[config.mk]
export PLATFORM = sky130hd
export DESIGN_NAME = attopu_exec_flat
export DESIGN_NICKNAME = d
export VERILOG_FILES = /design/src/rtl/attopu_exec_pkg.sv /design/src/rtl/attopu_exec_if.sv /design/src/rtl/attopu_exec_mul_seq.sv /design/src/rtl/attopu_exec.sv /design/src/flat_wrapper.sv
export SDC_FILE = /design/constraint.sdc
export NUM_CORES = 1
export LEC_CHECK = 0
export BUFFER_PORTS_ARGS = -buffer_cell sky130_fd_sc_hd__buf_4
export CAP_MARGIN = 10
export CORE_MARGIN = 2
export CORE_UTILIZATION = 57
export DETAILED_ROUTE_END_ITERATION = 7
export HOLD_SLACK_MARGIN = 0.03
export PLACE_DENSITY = 0.8
export SLEW_MARGIN = 20
export SYNTH_ARGS = -nofsm -noshare
export SYNTH_HDL_FRONTEND = slang
export SYNTH_HIERARCHICAL = 1
export SYNTH_SLANG_ARGS = --single-unit
[constraint.sdc]
create_clock -name clk -period 3.6 [get_ports clk]
set_input_delay 0.36 -clock clk [delete_from_list [all_inputs] [get_ports clk]]
set_output_delay 0.36 -clock clk [all_outputs]
set_load 0.05 [all_outputs]
[src/rtl/attopu_exec_pkg.sv]
// Shared definitions for the attoPU execute stage: op codes, default widths and FSM states.
package attopu_pkg;

    localparam int WIDTH_DEF = 16;
    localparam int SEL_W_DEF = 2;

    typedef enum logic [2:0] {
        OP_ADD = 3'd0,
        OP_SUB = 3'd1,
        OP_AND = 3'd2,
        OP_OR  = 3'd3,
        OP_XOR = 3'd4,
        OP_SHL = 3'd5,
        OP_SHR = 3'd6,
        OP_MUL = 3'd7
    } op_e;

    typedef enum logic {
        ST_IDLE = 1'b0,
        ST_MUL  = 1'b1
    } state_e;

endpackage

[src/rtl/attopu_exec_if.sv]
// Decoder-to-execute request bundle plus the write-back/flag outputs toward the register file.
interface attopu_exec_if #(
    parameter int WIDTH = attopu_pkg::WIDTH_DEF,
    parameter int SEL_W = attopu_pkg::SEL_W_DEF
) ();
    logic             in_valid;
    logic             in_ready;
    logic [2:0]       op;
    logic [WIDTH-1:0] op_a;
    logic [WIDTH-1:0] op_b;
    logic [SEL_W-1:0] dst;
    logic [WIDTH-1:0] wb_data;
    logic [SEL_W-1:0] wb_sel;
    logic             wb_en;
    logic             flag_z;
    logic             flag_c;

    modport master (
        output in_valid, op, op_a, op_b, dst,
        input  in_ready, wb_data, wb_sel, wb_en, flag_z, flag_c
    );

    modport slave (
        input  in_valid, op, op_a, op_b, dst,
        output in_ready, wb_data, wb_sel, wb_en, flag_z, flag_c
    );
endinterface

[src/rtl/attopu_exec_mul_seq.sv]
// Unsigned shift-add multiplier: one partial product per cycle, done pulses once after WIDTH iterations.
module attopu_mul_seq
    import attopu_pkg::*;
#(
    parameter int WIDTH = WIDTH_DEF
) (
    input  logic                 clk,
    input  logic                 rst,
    input  logic                 start,
    input  logic [WIDTH-1:0]     a,
    input  logic [WIDTH-1:0]     b,
    output logic                 done,
    output logic [2*WIDTH-1:0]   product
);
    localparam int CNT_W = $clog2(WIDTH);

    logic [2*WIDTH-1:0] acc_q, acc_d, addend;
    logic [WIDTH-1:0]   a_q, a_d, b_q, b_d;
    logic [CNT_W-1:0]   cnt_q, cnt_d;
    logic               busy_q, busy_d, done_q, done_d;

    assign addend = {{WIDTH{1'b0}}, a_q} << cnt_q;

    always_comb begin
        acc_d  = acc_q;
        a_d    = a_q;
        b_d    = b_q;
        cnt_d  = cnt_q;
        busy_d = busy_q;
        done_d = 1'b0;
        if (start) begin
            a_d    = a;
            b_d    = b;
            acc_d  = '0;
            cnt_d  = '0;
            busy_d = 1'b1;
        end else if (busy_q) begin
            if (b_q[cnt_q]) acc_d = acc_q + addend;
            cnt_d = cnt_q + CNT_W'(1);
            if (cnt_q == CNT_W'(WIDTH - 1)) begin
                busy_d = 1'b0;
                done_d = 1'b1;
            end
        end
    end

    // Only control is reset; a reset mid-run simply drops the accumulator contents.
    always_ff @(posedge clk) begin
        if (!rst) begin
            busy_q <= 1'b0;
            done_q <= 1'b0;
        end else begin
            busy_q <= busy_d;
            done_q <= done_d;
        end
        acc_q <= acc_d;
        a_q   <= a_d;
        b_q   <= b_d;
        cnt_q <= cnt_d;
    end

    assign done    = done_q;
    assign product = acc_q;

endmodule

[src/rtl/attopu_exec.sv]
// attoPU execute stage: single-cycle ALU inline, sequential MUL, registered write-back triple and flags.
module attopu_exec
    import attopu_pkg::*;
#(
    parameter int WIDTH = WIDTH_DEF,
    parameter int SEL_W = SEL_W_DEF
) (
    input  logic          clk,
    input  logic          rst,
    attopu_exec_if.slave  bus
);
    localparam int SH_W = $clog2(WIDTH);

    state_e             state_q, state_d;
    logic [WIDTH-1:0]   wb_data_q, wb_data_d;
    logic [SEL_W-1:0]   wb_sel_q, wb_sel_d, dst_q, dst_d;
    logic               wb_en_q, wb_en_d, flag_z_q, flag_z_d, flag_c_q, flag_c_d;

    logic               accept, mul_start, mul_done;
    logic [2*WIDTH-1:0] product;
    logic [WIDTH:0]     sum;
    logic [2*WIDTH-1:0] shl_w, shr_w;
    logic [WIDTH-1:0]   alu_res;
    logic               alu_c;
    op_e                op;

    assign op        = op_e'(bus.op);
    assign accept    = bus.in_valid && (state_q == ST_IDLE);
    assign mul_start = accept && (op == OP_MUL);

    attopu_mul_seq #(.WIDTH(WIDTH)) u_mul (
        .clk     (clk),
        .rst     (rst),
        .start   (mul_start),
        .a       (bus.op_a),
        .b       (bus.op_b),
        .done    (mul_done),
        .product (product)
    );

    // Shifts run in a double-width window so the last bit shifted out lands at a fixed position.
    assign sum   = {1'b0, bus.op_a} + {1'b0, bus.op_b};
    assign shl_w = {{WIDTH{1'b0}}, bus.op_a} << bus.op_b[SH_W-1:0];
    assign shr_w = {bus.op_a, {WIDTH{1'b0}}} >> bus.op_b[SH_W-1:0];

    always_comb begin
        alu_res = '0;
        alu_c   = 1'b0;
        case (op)
            OP_ADD: {alu_c, alu_res} = sum;
            OP_SUB: begin
                alu_res = bus.op_a - bus.op_b;
                alu_c   = bus.op_a < bus.op_b;
            end
            OP_AND: alu_res = bus.op_a & bus.op_b;
            OP_OR:  alu_res = bus.op_a | bus.op_b;
            OP_XOR: alu_res = bus.op_a ^ bus.op_b;
            OP_SHL: begin
                alu_res = shl_w[WIDTH-1:0];
                alu_c   = shl_w[WIDTH];
            end
            OP_SHR: begin
                alu_res = shr_w[2*WIDTH-1:WIDTH];
                alu_c   = shr_w[WIDTH-1];
            end
            default: ;
        endcase
    end

    always_comb begin
        state_d   = state_q;
        wb_data_d = wb_data_q;
        wb_sel_d  = wb_sel_q;
        wb_en_d   = 1'b0;
        flag_z_d  = flag_z_q;
        flag_c_d  = flag_c_q;
        dst_d     = dst_q;
        case (state_q)
            ST_IDLE: begin
                if (mul_start) begin
                    dst_d   = bus.dst;
                    state_d = ST_MUL;
                end else if (accept) begin
                    wb_en_d   = 1'b1;
                    wb_data_d = alu_res;
                    wb_sel_d  = bus.dst;
                    flag_z_d  = (alu_res == '0);
                    flag_c_d  = alu_c;
                end
            end
            ST_MUL: begin
                if (mul_done) begin
                    state_d   = ST_IDLE;
                    wb_en_d   = 1'b1;
                    wb_data_d = product[WIDTH-1:0];
                    wb_sel_d  = dst_q;
                    flag_z_d  = (product[WIDTH-1:0] == '0);
                    flag_c_d  = |product[2*WIDTH-1:WIDTH];
                end
            end
            default: state_d = ST_IDLE;
        endcase
    end

    always_ff @(posedge clk) begin
        if (!rst) begin
            state_q   <= ST_IDLE;
            wb_data_q <= '0;
            wb_sel_q  <= '0;
            wb_en_q   <= 1'b0;
            flag_z_q  <= 1'b0;
            flag_c_q  <= 1'b0;
        end else begin
            state_q   <= state_d;
            wb_data_q <= wb_data_d;
            wb_sel_q  <= wb_sel_d;
            wb_en_q   <= wb_en_d;
            flag_z_q  <= flag_z_d;
            flag_c_q  <= flag_c_d;
        end
        dst_q <= dst_d;
    end

    assign bus.in_ready = (state_q == ST_IDLE);
    assign bus.wb_data  = wb_data_q;
    assign bus.wb_sel   = wb_sel_q;
    assign bus.wb_en    = wb_en_q;
    assign bus.flag_z   = flag_z_q;
    assign bus.flag_c   = flag_c_q;

endmodule

[src/flat_wrapper.sv]
// flat-port wrapper written by rule: the top's interface ports become plain ports
module attopu_exec_flat import attopu_pkg::*;
#(
    parameter int WIDTH = WIDTH_DEF,
    parameter int SEL_W = SEL_W_DEF
)
  (clk, rst, bus_in_valid, bus_op, bus_op_a, bus_op_b, bus_dst, bus_in_ready, bus_wb_data, bus_wb_sel, bus_wb_en, bus_flag_z, bus_flag_c);
  attopu_exec_if #(.WIDTH(WIDTH), .SEL_W(SEL_W)) bus_i ();
  input  logic clk;
  input  logic rst;
  input wire logic [$bits(bus_i.in_valid)-1:0] bus_in_valid;
  input wire logic [$bits(bus_i.op)-1:0] bus_op;
  input wire logic [$bits(bus_i.op_a)-1:0] bus_op_a;
  input wire logic [$bits(bus_i.op_b)-1:0] bus_op_b;
  input wire logic [$bits(bus_i.dst)-1:0] bus_dst;
  output wire logic [$bits(bus_i.in_ready)-1:0] bus_in_ready;
  output wire logic [$bits(bus_i.wb_data)-1:0] bus_wb_data;
  output wire logic [$bits(bus_i.wb_sel)-1:0] bus_wb_sel;
  output wire logic [$bits(bus_i.wb_en)-1:0] bus_wb_en;
  output wire logic [$bits(bus_i.flag_z)-1:0] bus_flag_z;
  output wire logic [$bits(bus_i.flag_c)-1:0] bus_flag_c;
  assign bus_i.in_valid = bus_in_valid;
  assign bus_i.op = bus_op;
  assign bus_i.op_a = bus_op_a;
  assign bus_i.op_b = bus_op_b;
  assign bus_i.dst = bus_dst;
  assign bus_in_ready = bus_i.in_ready;
  assign bus_wb_data = bus_i.wb_data;
  assign bus_wb_sel = bus_i.wb_sel;
  assign bus_wb_en = bus_i.wb_en;
  assign bus_flag_z = bus_i.flag_z;
  assign bus_flag_c = bus_i.flag_c;
  attopu_exec #(.WIDTH(WIDTH), .SEL_W(SEL_W)) u_core (.clk(clk), .rst(rst), .bus(bus_i));
endmodule
==> metrics.md <==
| Metric | Value |
|---|---|
| Worst Reg-to-Reg Cells | 14 |
| Worst Min Path Start | bus_dst[0] |
| Sequential cell area fraction in the yosys report | 21.7% |
| Global route overflow | 0 |
| Clock Tree Root | clkbuf_16 |
| Die Footprint | about 19000 µm² |
| Starting Density | between 50% and 60% |
| Outcome | completed |
| Cells after synthesis | between 1000 and 1500 |
| Largest family of logic cells by synthesized area | compound AO/OA/AOI/OAI gates |
| Final WS setup | roughly 0.062 ns |
| Layout Nets | around 1500 |
| Commonest cells post-synth | 132 x nor2_1, 120 x nand2_1, 110 x a21oi_1 |
| Worst min path class | primary input to register |
| Synth-to-layout area growth | 13.7% |
| Req. time, crit path | 3.90 ns |
| Post-synth EDFFs | 34 |
| DP Worst Slack | about 0.0054 ns |
| Critical-path top delay cell | edfxtp_1 |
| CP Depth | 14 |
| Clock sink count | 94 |
| Final core occ | 66.7% |
| HPWL Detailed | around 27 mm |
| H-Tree Depth | 3 |
| Vias/cell | around 6.9 |
| Placeable Area | 17400 µm² |
| Yosys synthesis warning count | 6 |
| Slew @ Worst Pin | between 0.8 and 0.9 ns |
| Initial antenna violation count | 2 |
| Most area-hungry cell type in the Yosys netlist | dfxtp_1 |
| CP arrival | between 3 and 4 ns |
| Post-Route WL | around 36 mm |
| Reg2reg start | u_core/u_mul/a_q[5]$_DFFE_PP_ |
| Post-synth ARST share | 0% |
| XOR/XNOR Fraction of Synth Area | 2.31% |
| Critical path, cell by cell | buf_4 -> mux4_2 -> nand2_1 -> nand2_1 -> nand2b_1 -> o21ai_0 -> ha_1 -> and3_1 -> nand2_1 -> o21ai_4 -> a41oi_2 -> buf_4 -> or4_1 -> nand3_1 |
| PwrDens | 556 nW/µm² |
| Hold path cells | 1 |
| Largest net degree at the start of global routing | 70 |
| Slew Limit Headroom | around 43% |
| Hold Vio Cnt, Final | 0 |
| Leakage | roughly 4.8 nW |
| Slowest cell delay on critical path | around 0.5 ns |
| Multiplexer area fraction after synthesis | 12.8% |
| Vias in the first global route | 9737 |
| DRT iter0 DRCs | 1494 |
| Die Ht | approximately 140 µm |
| VDD IR max | about 380 µV |
| Max Slew Vio Count | 0 |
| I/O pin count | 62 |
| GPL Wtd Cong | 0.997 |
| DRC violations left | 0 |
| Synth cell types | between 80 and 90 |
| Vias | roughly 11000 |
| Setup TNS | 0 ns |
| Max frequency | around 280 MHz |
| Cell total after placement | 1554 |
| Crit-path max FO | 5 |
| CP endpoint kind | register |
| Hold path endpoint | u_core/dst_q[0]$_DFFE_PP_ |
| Setup violators final | 0 |
| Synth Area per Inst | 7.94 µm² |
| Worst setup path category | register to register |
| Compound-gate portion of the synthesized area | 25.0% |
| Layout cells sized above 1 | between 10% and 20% |
| Placed Area | between 10000 and 15000 µm² |
| Total global routing track utilization | about two fifths |
| Clock transition at the registers of the reported paths | approximately 0.070 ns |
| Synth Area in Simple Gates | approximately a fifth |
| Max capacitance violation total | 0 |
| Mapped Area | around 10000 µm² |
| Synth top area cells | dfxtp_1 12%, ha_1 10%, edfxtp_1 10% |
| First-pass DRT Iterations | 6 |
| Startpoint types | register |
| Synth top area share | a little under an eighth |
| Top-count cell post-synth | nor2_1 |
| Flop2flop setup slack | just over 0.06 ns |
| Bufs on Longest Clock Path | 2 |
| CP bufs+invs | 2 |
| Core Rows | 48 |
| Period Utilization, post-route | between 90% and 100% |
| Die width | 138 µm |
| #FFs+latches synth | 94 |
| Most common cell on crit path | nand2_1 |
| Number of routed nets with antenna violations | 0 |
| Family with the most delay on the worst path | simple AND/OR/NAND/NOR gates |
| DR WL/cell | 22.9 µm |
| Cts hold-fix bufs | 0 |
| IO Port Bufs | between 60 and 70 |
| Design Area, Final | 11600 µm² |
| Non-Filler Instances | 1580 |
| CTS tree | built |
| Ys flop type | dfxtp_1 |
| Worst skew pair latency | between 0.3 and 0.4 ns |
| Synth Area in Adders | a little over a tenth |
| FILL cells | 1519 |
| Syn Nets | between 1000 and 1500 |
| R2R Path End | u_core/u_mul/product[29]$_SDFFE_PP0P_ |
| CTS Buf Count | 9 |
| Clock skew | approximately 0.013 ns |
| Min Tclk post-route | between 3 and 4 ns |
| Global-route wire length before repair | 55.1 mm |
sequential cells by signal, summed over array words and instances (netlist names):
name                  cells
u_core/bus.flag_c         1
u_core/bus.flag_z         1
u_core/bus.wb_data       16
u_core/bus.wb_en          1
u_core/bus.wb_sel         2
u_core/dst_q              2
u_core/state_q            1
u_core/u_mul/a_q         16
u_core/u_mul/b_q         16
u_core/u_mul/busy_q       1
u_core/u_mul/cnt_q        4
u_core/u_mul/done         1
u_core/u_mul/product     32
kinds of logic after synthesis:
logic type                 Yosys count
and+or+nand+nor                    449
muxes                               93
buffers and inverters              151
adders and majority gates           87
DFF                                 94
AOI/OAI and AO/OA                  386
xor gates and xnor gates            27
layer usage:
layer,vias to the layer above,share of wire [%],GRT usage [%]
li1,4924,-,-
met1,5128,42,55.1
met2,707,42,56.0
met3,85,12,9.94
met4,2,3.1,11.7
met5,-,0.019,0
worst max path at each step:
stage | slack (ns) | from | endpoint
5_1_grt | -0.05 | u_core/u_mul/a_q[5]$_DFFE_PP_ | u_core/u_mul/product[27]$_SDFFE_PP0P_
2_1_floorplan | -0.005 | u_core/u_mul/cnt_q[1]$_SDFFE_PP0P_ | u_core/u_mul/product[27]$_SDFFE_PP0P_
6_report | 0.06 | u_core/u_mul/a_q[5]$_DFFE_PP_ | u_core/u_mul/product[29]$_SDFFE_PP0P_
3_3_place_gp | 0.04 | bus_op_a[6] | u_core/bus.flag_z$_SDFFE_PN0P_
3_5_place_dp | 0.005 | u_core/u_mul/cnt_q[1]$_SDFFE_PP0P_ | u_core/u_mul/product[28]$_SDFFE_PP0P_
4_1_cts | 0.02 | u_core/u_mul/cnt_q[0]$_SDFFE_PP0P_ | u_core/u_mul/product[29]$_SDFFE_PP0P_
power breakdown:
part,internal (W),switching [W],leakage (nW)
combinational,0.00163,0.00232,3.81
clock,0.000494,0.000500,0.148
sequential,0.00128,0.000233,0.801
layout make-up:
type	instances	area (µm²)	area share, %
multi-input combinational	1042	7470	64.3
clock buffer	9	225	1.94
sequential	94	2230	19.2
inverter	63	236	2.04
antenna	1	2.50	0.0215
timing repair buffer	139	1090	9.41
tap	225	282	2.42
clock inverter	7	76.3	0.657
placed cells by master, fill, tap and decap left out, drive strengths merged, types with 12 or more instances in the layout:
cell type / count
buf: 139
nor2: 132
nand2: 121
a21oi: 110
ha: 84
o21ai: 78
inv: 65
dfxtp: 60
mux2i: 49
nand3: 37
edfxtp: 34
nor3: 31
mux4: 28
a211oi: 27
o211ai: 24
nor2b: 22
and2: 17
mux2: 16
nand4: 15
xnor2: 15
nor4: 14
nand2b: 13
a21o: 13
o21bai: 12
o31ai: 12
xor2: 12
metrics by stage:
stage	total power [W]	hold WS (ns)
6_report	0.00646	0.188
4_1_cts	0.00616	0.180
2_1_floorplan	0.00401	0.449
3_3_place_gp	0.00511	0.453
3_5_place_dp	0.00514	0.458
5_1_grt	0.00685	0.182
what timing repair did:
action | in CTS | in global routing
pin swaps | 0 | 5
setup buffers | 0 | 9
gates resized for setup | 2 | 27
hold endpoints to repair | 0 | 0
setup endpoints to repair | 2 | 12
(Power assumes the default switching activity.)
